## src/rtl/adsr_counter_pkg.sv

```systemverilog
// Shared constants for the ADSR step counter: direction and overflow-mode
// encodings plus the default counter width.
package adsr_counter_pkg;

  localparam int DEFAULT_WIDTH = 8;

  typedef enum logic {
    DIR_DOWN = 1'b0,
    DIR_UP   = 1'b1
  } dirE;

  typedef enum logic {
    MODE_WRAP = 1'b0,
    MODE_SAT  = 1'b1
  } modeE;

endpackage

```

## src/rtl/adsr_addsub.sv

```systemverilog
// Combinational WIDTH-bit add/subtract; o_carry is the carry out on add and
// the borrow out on subtract.
module adsr_addsub
  import adsr_counter_pkg::*;
#(
  parameter int WIDTH = DEFAULT_WIDTH
) (
  input  logic [WIDTH-1:0] i_a,
  input  logic [WIDTH-1:0] i_b,
  input  logic             i_sub,
  output logic [WIDTH-1:0] o_result,
  output logic             o_carry
);

  logic [WIDTH:0] w_full;

  // One extra bit so the top bit reads directly as carry or borrow.
  always_comb begin
    w_full = '0;
    if (i_sub) begin
      w_full = {1'b0, i_a} - {1'b0, i_b};
    end else begin
      w_full = {1'b0, i_a} + {1'b0, i_b};
    end
  end

  assign o_result = w_full[WIDTH-1:0];
  assign o_carry  = w_full[WIDTH];

endmodule

```

## src/rtl/adsr_step_counter.sv

```systemverilog
// Up/down step counter with wrap or saturate on overflow and one-cycle status
// pulses. Saturation is only built in when ADSR_STEP_COUNTER_SAT_EN is defined.
module adsr_step_counter
  import adsr_counter_pkg::*;
#(
  parameter int               WIDTH       = DEFAULT_WIDTH,
  parameter logic [WIDTH-1:0] RESET_VALUE = '0
) (
  input  logic             clk,
  input  logic             reset,
  input  logic             en,
  input  logic             load,
  input  logic [WIDTH-1:0] load_value,
  input  logic             up,
  input  logic [WIDTH-1:0] step,
  input  logic             sat_mode,
  input  logic [WIDTH-1:0] limit,
  output logic [WIDTH-1:0] count,
  output logic             at_max,
  output logic             at_min,
  output logic             wrapped,
  output logic             saturated,
  output logic             hit_limit
);

  logic [WIDTH-1:0] r_count;
  logic             r_wrapped;
  logic             r_saturated;
  logic             r_hitLimit;

  logic [WIDTH-1:0] w_sum;
  logic             w_overflow;
  logic             w_subtract;
  logic             w_satReq;
  logic [WIDTH-1:0] w_nextCount;
  logic             w_nextWrapped;
  logic             w_nextSaturated;
  logic             w_nextHit;

  assign w_subtract = (up == DIR_DOWN);

  adsr_addsub #(
    .WIDTH(WIDTH)
  ) u_addsub (
    .i_a     (r_count),
    .i_b     (step),
    .i_sub   (w_subtract),
    .o_result(w_sum),
    .o_carry (w_overflow)
  );

`ifdef ADSR_STEP_COUNTER_SAT_EN
  assign w_satReq = (sat_mode == MODE_SAT);
`else
  // Without saturation support every overflow wraps; sat_mode has no effect.
  assign w_satReq = sat_mode & 1'b0;
`endif

  always_comb begin
    w_nextCount     = r_count;
    w_nextWrapped   = 1'b0;
    w_nextSaturated = 1'b0;
    w_nextHit       = 1'b0;
    if (load) begin
      w_nextCount = load_value;
    end else if (en) begin
      if (w_overflow && w_satReq) begin
        w_nextCount     = (up == DIR_UP) ? {WIDTH{1'b1}} : {WIDTH{1'b0}};
        w_nextSaturated = 1'b1;
      end else begin
        w_nextCount   = w_sum;
        w_nextWrapped = w_overflow;
      end
      // Limit match is judged on the final (clamped or wrapped) value.
      w_nextHit = (w_nextCount == limit);
    end
  end

  always_ff @(posedge clk or posedge reset) begin
    if (reset) begin
      r_count     <= RESET_VALUE;
      r_wrapped   <= 1'b0;
      r_saturated <= 1'b0;
      r_hitLimit  <= 1'b0;
    end else begin
      r_count     <= w_nextCount;
      r_wrapped   <= w_nextWrapped;
      r_saturated <= w_nextSaturated;
      r_hitLimit  <= w_nextHit;
    end
  end

  assign count     = r_count;
  assign at_max    = &r_count;
  assign at_min    = ~|r_count;
  assign wrapped   = r_wrapped;
  assign saturated = r_saturated;
  assign hit_limit = r_hitLimit;

endmodule
```

## config.mk

```make
export PLATFORM = sky130hd
export DESIGN_NAME = adsr_step_counter
export DESIGN_NICKNAME = d
export VERILOG_FILES = /design/src/rtl/adsr_counter_pkg.sv /design/src/rtl/adsr_addsub.sv /design/src/rtl/adsr_step_counter.sv
export SDC_FILE = /design/constraint.sdc
export NUM_CORES = 1
export LEC_CHECK = 0
export ABC_AREA = 1
export CAP_MARGIN = 20
export CORE_ASPECT_RATIO = 0.75
export CORE_MARGIN = 8
export CORE_UTILIZATION = 49
export CTS_BUF_LIST = sky130_fd_sc_hd__clkbuf_2
export CTS_CLUSTER_SIZE = 8
export DETAILED_ROUTE_END_ITERATION = 10
export HOLD_SLACK_MARGIN = 0.02
export PLACE_DENSITY_LB_ADDON = 0.05
export SYNTH_ARGS = -nofsm -noshare
export SYNTH_HDL_FRONTEND = slang
export SYNTH_SLANG_ARGS = --single-unit
```

## constraint.sdc

```tcl
create_clock -name clk -period 3.9 [get_ports clk]
set_input_delay 1.17 -clock clk [delete_from_list [all_inputs] [get_ports clk]]
set_output_delay 1.17 -clock clk [all_outputs]
set_load 0.05 [all_outputs]
```

==> metrics <==
hold_buf cts=0; Max Fanout on Critical Path=3; post-layout min period=3.518 ns; sequential cell area fraction in the yosys report=21.46%; DR vias/cell=5.080; TNS Setup=0 ns; grt ovf=0; # Post-CTS Setup Buffers=0; initial antenna violation count=0; post-route cell area=roughly 1600 um^2; RSZ-0062 raised after global routing=no; DR vias=1331; CP most frequent cell=nor2_1; Final Setup Violations=0; vias in the first global route=1332; Hold Path Cell Cnt=2; hpwl dp=2.877 mm; Site Rows=15; layout cells sized above 1=3.070%; r2r setup slk=~1.9 ns; crit path kind=in2reg; status=completed; fin crit share=90.21%; pwr dens=345.3 nW/um^2; Clock transition at path regs=0.10 ns; synthesized flop and latch total=10; fin. max-slew vios=0; die area=4213 um^2; Routed WL=3.435 mm; startpoint type of the worst setup path=input pin; worst-path cell with the longest stage delay=fa_1; Syn-to-layout area delta=38.63%; I/O Buffers=40; All-Layer GR Usage=16.49%; pin count of the biggest net entering global routing=11; Area contributors post-synth=dfrtp_1 (21%), nand2_1 (19%), ha_1 (11%); cells after synthesis=185; Worst VDD drop=248.1 uV; first-pass GRT wire length=5.589 mm; Mapped Nets=226; worst-path cell chain=clkdlybuf4s50_1, inv_1, ha_1, inv_1, o21ai_0, inv_1, fa_1, nor2_1, nor2_1, nand3_1, nor2_1, nand3_1, nor2_1, nand3_1, nor2_1; worst-case reg-to-reg path depth=11; top cell type's share of synthesized area=21.46%; Clock Skew=0.003068 ns; Layout Utilization=71.18%; ant diodes=0; Non-Filler Instances=262; worst-margin pin slew=between 0.5 and 0.6 ns; Yosys warnings=0; 1st-iter DRT viols=73; Slew headroom=between 60% and 70%; f_max=284.3 MHz; 1st-pass router iterations=4; placed cell areas=1598 um^2; DRC errors left=0; mean area per synthesized cell=6.303 um^2; CTS tree=yes; hold_sp=count[6]$_DFFE_PP0P_; Fin. Hold Viols=0; critical path endpoint category=register; post-CTS sizing=0; Initial Util=between 50% and 60%; io pins=43; Worst R2R End=hit_limit$_DFF_PP0_; Max-Cap Viols=0; Reg2Reg Launch Point=count[0]$_DFFE_PP0P_; CP max stage delay=0.59 ns; CP required=between 4 and 5 ns; worst min path class=reg2reg; Core Footprint=2271 um^2; wire length per cell=between 10 and 15 um; Place WS=around 0.11 ns; placed cell count=258; CP arrival=roughly 3.7 ns; clock latency on the worst-skew pair=0.24 ns; worst setup margin=0.3820 ns; clk root buf=clkbuf_2; post-route ant nets=0; NumNets Final=270; H-tree depth=1; cell taking the most area after synthesis=dfrtp_1; clk sinks=10; CTS Buf Count=3; Leakage Power=0.8416 nW; Final GP Congestion=0.8594; WHS Endpoint=count[6]$_DFFE_PP0P_; Die Y=58.25 um; Clock Path Buffers=2; area of the mapped netlist=around 1200 um^2; filler cell count=209; Die Span X=72.33 um; Yosys cell types=26
## per-layer routing
layer / up-vias / global-route usage (%) / part of all wire (%)
li1: 686 / - / -
met1: 597 / 20.08 / 45
met2: 46 / 27.73 / 46
met3: 2 / 4.131 / 8.9
met4: 0 / 4.928 / 0.26
met5: - / 0 / 0
## cell usage in the layout, fill, tap and decap left out
cell type	n
clkinv_1	1
dfrtp_1	10
o221ai_1	4
o211ai_1	2
or4_1	1
a22oi_1	2
o22ai_1	1
o21ai_0	6
clkbuf_2	3
a21oi_2	1
nand3b_1	4
buf_4	1
clkdlybuf4s50_1	40
nand4_1	5
nand2_4	1
a21oi_1	4
inv_1	32
xnor2_1	3
nand2_1	60
nor2_1	16
xor2_1	2
fa_1	1
ha_1	10
conb_1	1
o31ai_1	1
nand3_1	14
o21a_1	1
inv_2	1
## worst max-delay path by stage
stage / cells past startpoint / endpoint / from
finish: 15 / hit_limit$_DFF_PP0_ / step[0]
global route: 18 / hit_limit$_DFF_PP0_ / step[0]
CTS: 15 / hit_limit$_DFF_PP0_ / step[0]
detailed placement: 15 / hit_limit$_DFF_PP0_ / step[0]
global placement: 15 / hit_limit$_DFF_PP0_ / step[0]
floorplan: 2 / at_min / count[6]$_DFFE_PP0P_
## critical path: cells and delay by family
family / cells / cell delay, ns
adders and majority gates: 2 / 0.86
AOI/OAI and AO/OA: 1 / 0.22
and+or+nand+nor: 8 / 0.77
buffers and inverters: 4 / 0.70
## logic make-up (layout without fill, tap and decap cells)
logic type	Yosys count	count (layout)	share of synthesized area, %
other	1	1	0.3216
AND/OR/NAND/NOR	101	101	37.34
XOR/XNOR	5	5	3.756
AO/OA/AOI/OAI	22	22	12.45
flip-flops	10	10	21.46
buffers and inverters	35	78	12.23
adder cells (fa/ha/maj)	11	11	12.45
## stage by stage
stage	hold slack, ns	power, mW
floorplan	0.8275	0.3843
global placement	0.5988	0.4862
detailed placement	0.6170	0.4992
CTS	0.6566	0.5561
global route	0.6953	0.6089
finish	0.6596	0.5582
## registers in the layout, indices dropped and copies added (netlist names)
| name | count |
|---|---|
| count | 8 |
| hit_limit | 1 |
| wrapped | 1 |
## synth_stat cells
cell       n
nand2_1   60
inv_1     32
nor2_1    16
nand3_1   14
dfrtp_1   10
ha_1      10
o21ai_0    6
nand4_1    5
a21oi_1    4
nand3b_1   4
o221ai_1   4
xnor2_1    3
a22oi_1    2
o211ai_1   2
xor2_1     2
a21oi_2    1
buf_4      1
buf_6      1
conb_1     1
fa_1       1
inv_2      1
nand2_4    1
o21a_1     1
o22ai_1    1
o31ai_1    1
or4_1      1
## area by class of cell
type	count	area (um^2)	area share (%)
Multi-Input combinational cell	140	773.2	47.83
Tap cell	34	42.54	2.632
Inverter	33	123.9	7.663
Timing Repair Buffer	41	407.9	25.23
Sequential cell	10	250.2	15.48
Clock inverter	1	3.754	0.2322
Clock buffer	3	15.01	0.9288
## power by group
part           internal, mW  leakage [nW]  switching [mW]
Combinational         0.138         0.704           0.224
Clock                0.0223        0.0140          0.0332
Sequential            0.118         0.124          0.0224
Note: power is estimated with default switching activity, not from simulation.
